File: config.mk
export PLATFORM = sky130hd
export DESIGN_NAME = entrada_tempo
export DESIGN_NICKNAME = d
export VERILOG_FILES = /design/src/rtl/entrada_tempo.sv
export SDC_FILE = /design/constraint.sdc
export NUM_CORES = 1
export LEC_CHECK = 0
export CAP_MARGIN = 40
export CORE_AREA = 4 4 60 62
export DETAILED_ROUTE_END_ITERATION = 12
export DIE_AREA = 0 0 64 66
export GPL_TIMING_DRIVEN = 1
export HOLD_SLACK_MARGIN = 0.08
export MAX_ROUTING_LAYER = met4
export SKIP_CTS_REPAIR_TIMING = 1
export SYNTH_ARGS = -nofsm -noshare
export SYNTH_HDL_FRONTEND = slang
export SYNTH_SLANG_ARGS = --single-unit
File: constraint.sdc
create_clock -name clk -period 3 [get_ports clk]
set_input_delay 0.6 -clock clk [delete_from_list [all_inputs] [get_ports clk]]
set_output_delay 0.6 -clock clk [all_outputs]
set_load 0.05 [all_outputs]
File: src/rtl/entrada_tempo.sv
`default_nettype none
// ============================================================================
// entrada_tempo : microwave-style M:SS time entry and run control for the
//                 countdown counter (load pulse, gated enable, pause, clear).
// Revision 1.0
// ============================================================================
module entrada_tempo #(
  parameter int unsigned DIG_W        = 4,
  parameter int unsigned SEC_TENS_MAX = 5
) (
  input  logic             clk,
  input  logic             reset,
  input  logic             key_valid,
  input  logic [DIG_W-1:0] key_code,
  input  logic             start,
  input  logic             clear,
  input  logic             zero,
  output logic [DIG_W-1:0] uni_sec,
  output logic [DIG_W-1:0] dez_sec,
  output logic [DIG_W-1:0] min,
  output logic             load,
  output logic             enable,
  output logic             done,
  output logic             err
);

  typedef enum logic [2:0] {
    S_IDLE  = 3'd0,
    S_ENTRY = 3'd1,
    S_LOAD  = 3'd2,
    S_RUN   = 3'd3,
    S_PAUSE = 3'd4,
    S_DONE  = 3'd5
  } state_t;

  state_t           state_q, state_d;
  logic [DIG_W-1:0] uni_q, uni_d;
  logic [DIG_W-1:0] dez_q, dez_d;
  logic [DIG_W-1:0] min_q, min_d;
  logic [1:0]       cnt_q, cnt_d;
  logic             err_q, err_d;

  logic w_key_legal;
  logic w_buf_zero;
  logic w_tens_bad;

  assign w_key_legal = (key_code <= DIG_W'(9));
  assign w_buf_zero  = (uni_q == '0) && (dez_q == '0) && (min_q == '0);
  assign w_tens_bad  = (dez_q > DIG_W'(SEC_TENS_MAX));

  always_comb begin
    state_d = state_q;
    uni_d   = uni_q;
    dez_d   = dez_q;
    min_d   = min_q;
    cnt_d   = cnt_q;
    err_d   = 1'b0;

    if (clear) begin
      state_d = S_IDLE;
      uni_d   = '0;
      dez_d   = '0;
      min_d   = '0;
      cnt_d   = 2'd0;
    end else begin
      case (state_q)
        S_IDLE: begin
          if (start) begin
            err_d = 1'b1;
          end else if (key_valid) begin
            if (w_key_legal) begin
              min_d   = dez_q;
              dez_d   = uni_q;
              uni_d   = key_code;
              cnt_d   = cnt_q + 2'd1;
              state_d = S_ENTRY;
            end else begin
              err_d = 1'b1;
            end
          end
        end

        S_ENTRY: begin
          if (start) begin
            if (w_tens_bad || w_buf_zero) begin
              err_d = 1'b1;
            end else begin
              state_d = S_LOAD;
            end
          end else if (key_valid) begin
            if (!w_key_legal) begin
              err_d = 1'b1;
            end else if (cnt_q != 2'd3) begin
              min_d = dez_q;
              dez_d = uni_q;
              uni_d = key_code;
              cnt_d = cnt_q + 2'd1;
            end
          end
        end

        S_LOAD: state_d = S_RUN;

        // Reaching zero wins over a simultaneous pause request.
        S_RUN: begin
          if (zero) begin
            state_d = S_DONE;
          end else if (start) begin
            state_d = S_PAUSE;
          end
        end

        S_PAUSE: begin
          if (start) begin
            state_d = S_RUN;
          end
        end

        S_DONE: begin
          if (start) begin
            state_d = S_IDLE;
            uni_d   = '0;
            dez_d   = '0;
            min_d   = '0;
            cnt_d   = 2'd0;
          end else if (key_valid && w_key_legal) begin
            state_d = S_ENTRY;
            uni_d   = key_code;
            dez_d   = '0;
            min_d   = '0;
            cnt_d   = 2'd1;
          end
        end

        default: begin
          state_d = S_IDLE;
          uni_d   = '0;
          dez_d   = '0;
          min_d   = '0;
          cnt_d   = 2'd0;
        end
      endcase
    end
  end

  always_ff @(posedge clk) begin
    if (reset) begin
      state_q <= S_IDLE;
      uni_q   <= '0;
      dez_q   <= '0;
      min_q   <= '0;
      cnt_q   <= 2'd0;
      err_q   <= 1'b0;
    end else begin
      state_q <= state_d;
      uni_q   <= uni_d;
      dez_q   <= dez_d;
      min_q   <= min_d;
      cnt_q   <= cnt_d;
      err_q   <= err_d;
    end
  end

  // enable is combinational on zero so the counter stops exactly at 0:00.
  assign load    = (state_q == S_LOAD);
  assign enable  = (state_q == S_RUN) & ~zero;
  assign done    = (state_q == S_DONE);
  assign err     = err_q;
  assign uni_sec = uni_q;
  assign dez_sec = dez_q;
  assign min     = min_q;

endmodule
`default_nettype wire

* After elaboration in Yosys (flattened, before gate mapping)
Cells that the tools add are included.
Storage, ports and cells: bits in registers 18
Operators by class: magnitude comparators 2, muxes and demuxes 55, add/subtract/negate cells 1, eq/ne operators 18, reduce and logical (&&, ||, !) cells 12, bitwise operators 3
Operator list (number):
- two-way mux 4 bit | 25
- case mux 4 bit (4 select lines) | 3
- two-way mux 3 bit | 10
- inequality test 2 bit (second input constant) | 11
- two-way mux 2 bit | 9
- case mux 3 bit (6 select lines) | 1
- zero test 4 bit | 3
- AND reduction 9 bit | 1
- case mux 2 bit (4 select lines) | 1
- AND reduction 8 bit | 1
- equality test 3 x 2 -> 1 bit (second input constant) | 2
- equality test 3 bit (second input constant) | 2
- two-way mux 1 bit | 5
- > comparator 4 x 3 -> 1 bit (second input constant) | 1
- <= comparator 4 bit (second input constant) | 1
- equality test 3 x 1 -> 1 bit (second input constant) | 1
- logical AND 1 bit | 3
- zero test 3 bit | 1
- inequality test 3 x 2 -> 1 bit (second input constant) | 1
- inequality test 3 bit (second input constant) | 1
- OR reduction 3 bit | 1
- adder 2 x 1 -> 2 bit (second input constant) | 1
- NOT 1 bit | 2
- case mux 1 bit (2 select lines) | 1
- other kinds (3) | 3

* Depth between registers and ports, before layout
word-level depth 7, mapped depth 6, depth with buffers taken out 5

* Least setup slack after synthesis
OpenSTA, ideal clock, no wires.
kind register -> output, from register state_q[0], to output port done, setup slack 1103 ps, stages on the path, launching flop included 4, path buffers 1, arrival 1297 ps, cell sequence dfxtp_1 buf_4 inv_1 nor2_1
On the way: word-level cells in the longest chain between the ends 1
RTL lines:
- start, declared | RTL line 36 | state_t state_q, state_d;
- start signal, assigned | RTL line 155 | state_q <= state_d;
- equality test 3 bit | RTL line 167 | assign done = (state_q == S_DONE);
- end, declared | RTL line 23 | output logic done,
No other way between the ends.

* Final worst setup path
from register state_q[1], to output port load
On the way: word-level cells in the longest chain between the ends 1
RTL lines:
- equality test 3 x 2 -> 1 bit | RTL line 165 | assign load = (state_q == S_LOAD);
- end, declared | RTL line 21 | output logic load,
No other way between the ends.

==> results.json <==
{
  "p_sw_frac": 0.2782,
  "cts-root-buf": "clkbuf_4",
  "fin_crit_sh": 0.8684,
  "holdWs_ns": 0.5016,
  "r2r-start": "state_q[1]",
  "cts_tree": "yes",
  "r2r_slack_ns": 1.37,
  "yosysTopAreaCell": "dfxtp_1",
  "syn_inst": 124,
  "synth_area_sq_um": 1054,
  "mostFrequentLayoutCells": "clkdlybuf4s50_1 (24), dfxtp_1 (18), nand4_1 (15)",
  "critPathCaptureType": "output pin",
  "ys_seq_area_frac": 0.3420,
  "clkLatencyLatePin_ns": 0.29,
  "grt_pass1_vias": 1005,
  "hp-class": "reg -> reg",
  "synth_top_area_share": 0.3420,
  "cts.path.max_buffers": 2,
  "setup_tns_ns": 0,
  "drt_iter0_drc": 61,
  "grt_pass1_wl_um": 4747,
  "wire_per_inst_um": 14.69,
  "slew_headroom": 0.5660,
  "post_dp_cell_area_sq_um": 1296,
  "synth_nets": 135,
  "fin_skew_ns": 0.003582,
  "fin_crit_ns": 2.605,
  "avgSynthCellArea_sq_um": 8.496,
  "antenna_found_initial": 0,
  "dr.pass1.iters": 4,
  "vias_per_cell": 5.521,
  "layout_commonest_cell": "clkdlybuf4s50_1",
  "cp-start-kind": "flop",
  "ant_nets": 0,
  "critPathCapture": "load",
  "port_buffers": 25,
  "yosys.cell_types.count": 40,
  "remaining_drc_errors": 0,
  "antenna_cells": 0,
  "wl_um": 2762,
  "synth.yosys.warnings": 0,
  "setup_ws_ns": 0.3948,
  "max_cap_viol_count": 0,
  "clock-sinks": 18,
  "r2r_cells": 5,
  "vdd_drop_max_mv": 0.2182,
  "leakagePower_uw": 0.0004275,
  "report.power.total_uw": 441.0,
  "p_switching_uw": 122.7,
  "fmax_mhz": 383.9,
  "p_per_area_nw_per_um2": 334.4,
  "gp_congestion": 0.7793,
  "overflow": 0,
  "synth-edff-count": 0,
  "drive_above_1_share": 0.1181,
  "dp_hpwl_um": 1986,
  "hold_violations": 0,
  "die-area_sq_um": 4224,
  "synth_seq_cells": 18,
  "rsz0062_at_grt": "no",
  "place_ws_ns": 0.6534,
  "nets": 157,
  "async_reset_ff_frac": 0,
  "required_ns": 2.40,
  "p_clk_frac": 0.267,
  "status": "finished, final reports clean",
  "synthTopCellsByArea": "dfxtp_1 (34%), nand4_1 (8.9%), a21oi_1 (5.7%), o21ai_1 (3.8%), a211oi_2 (3.6%)",
  "htreeDepth": 1,
  "cp.arrival_ns": 2.01,
  "area_growth_pct": 25.18,
  "drv_slew": 0,
  "initial_core_util": 0.3479,
  "final_cell_area_sq_um": 1319,
  "seqPwrFrac": 0.559,
  "io-pin-count": 26,
  "fillers": 311,
  "grt_max_degree": 16,
  "gr-usage-all-layers": 0.1461,
  "crit_path_start": "state_q[1]",
  "combPwrFrac": 0.174,
  "coreArea_sq_um": 3028,
  "clkSlewWorstSetupHoldPaths_ns": 0.10,
  "vias": 1038,
  "rows": 20,
  "ys.flop_type": "dfxtp_1",
  "crit_type": "reg -> out",
  "setup_viol": 0,
  "numCtsBuffers": 3,
  "critPathMaxFanout": 12,
  "p_int_uw": 318.3,
  "worstMarginPinSlew_ns": 0.6498,
  "die_w_um": 64,
  "die_y_um": 66,
  "reg2reg_to": "cnt_q[0]"
}
-- logic make-up after synthesis --
family          after synthesis  share of synthesized area
buf+inv                      14                    0.08550
mux                           1                   0.009502
compound gates               45                     0.3136
fa+ha+maj                     1                    0.01187
simple gates                 45                     0.2375
flops                        18                     0.3420
-- metal layers --
| metal | vias to the layer above | global-route usage | share of wire |
|---|---|---|---|
| met2 | 35 | 0.2258 | 0.45 |
| met5 | - | - | 0 |
| met4 | 0 | 0.05660 | 0.014 |
| li1 | 513 | - | - |
| met3 | 5 | 0.02041 | 0.043 |
| met1 | 485 | 0.1928 | 0.49 |
-- final cells by class --
type	count	area, sq um	share of cell area
inverters	4	15.01	0.01139
well taps	44	55.05	0.04175
multi-input cells	92	603.1	0.4573
clock buffers	3	22.52	0.01708
flip-flops and latches	18	360.3	0.2732
repair buffers	27	262.8	0.1992
-- stage by stage --
step,util,instances
2_1_floorplan,-,124
3_3_place_gp,0.4281,185
3_5_place_dp,0.4281,185
4_1_cts,0.4355,188
5_1_grt,0.4355,188
6_report,0.4355,188
-- worst min path at each step --
stage	start	to	slack [ns]	depth (start not counted)
after floorplan	cnt_q[1]	cnt_q[1]	0.45	2
after global placement	cnt_q[1]	cnt_q[1]	0.48	2
after detailed placement	min[2]	min[2]	0.49	2
after CTS	cnt_q[1]	cnt_q[1]	0.50	2
after global routing	cnt_q[0]	cnt_q[0]	0.53	2
final	cnt_q[0]	cnt_q[0]	0.50	2
-- power groups by stage --
stage / registers [uW] / logic [uW] / clock network [uW]
2_1_floorplan: 260 / 40.9 / 0
3_3_place_gp: 252 / 76.1 / 0
3_5_place_dp: 252 / 76.7 / 0
4_1_cts: 246 / 77.1 / 122
5_1_grt: 247 / 83.5 / 133
6_report: 246 / 76.9 / 118
-- critical path, cell delays in order (launching register included) --
cell and delay, ns:
dfxtp_1 0.61, nand2b_1 0.18, nor2_1 0.12, clkdlybuf4s50_1 0.81
-- cell usage after synthesis, types with 2 or more instances --
cell and instances:
nor3_1 3, buf_4 3, nor2_1 6, o21ai_0 6
buf_2 3, nand2b_1 4, a21oi_1 12, buf_6 3
nand2_1 7, inv_1 3, dfxtp_1 18, nor4_1 2
o31ai_2 2, nand3b_1 2, o21ai_1 8, nand4_1 15
a211oi_2 3, a311oi_1 2
-- state kept, by name, indices dropped and copies added, names as in the netlist --
register,count
err,1
state_q,3
uni_sec,4
dez_sec,4
min,4
cnt_q,2
Power figures use the tool's default switching activity.
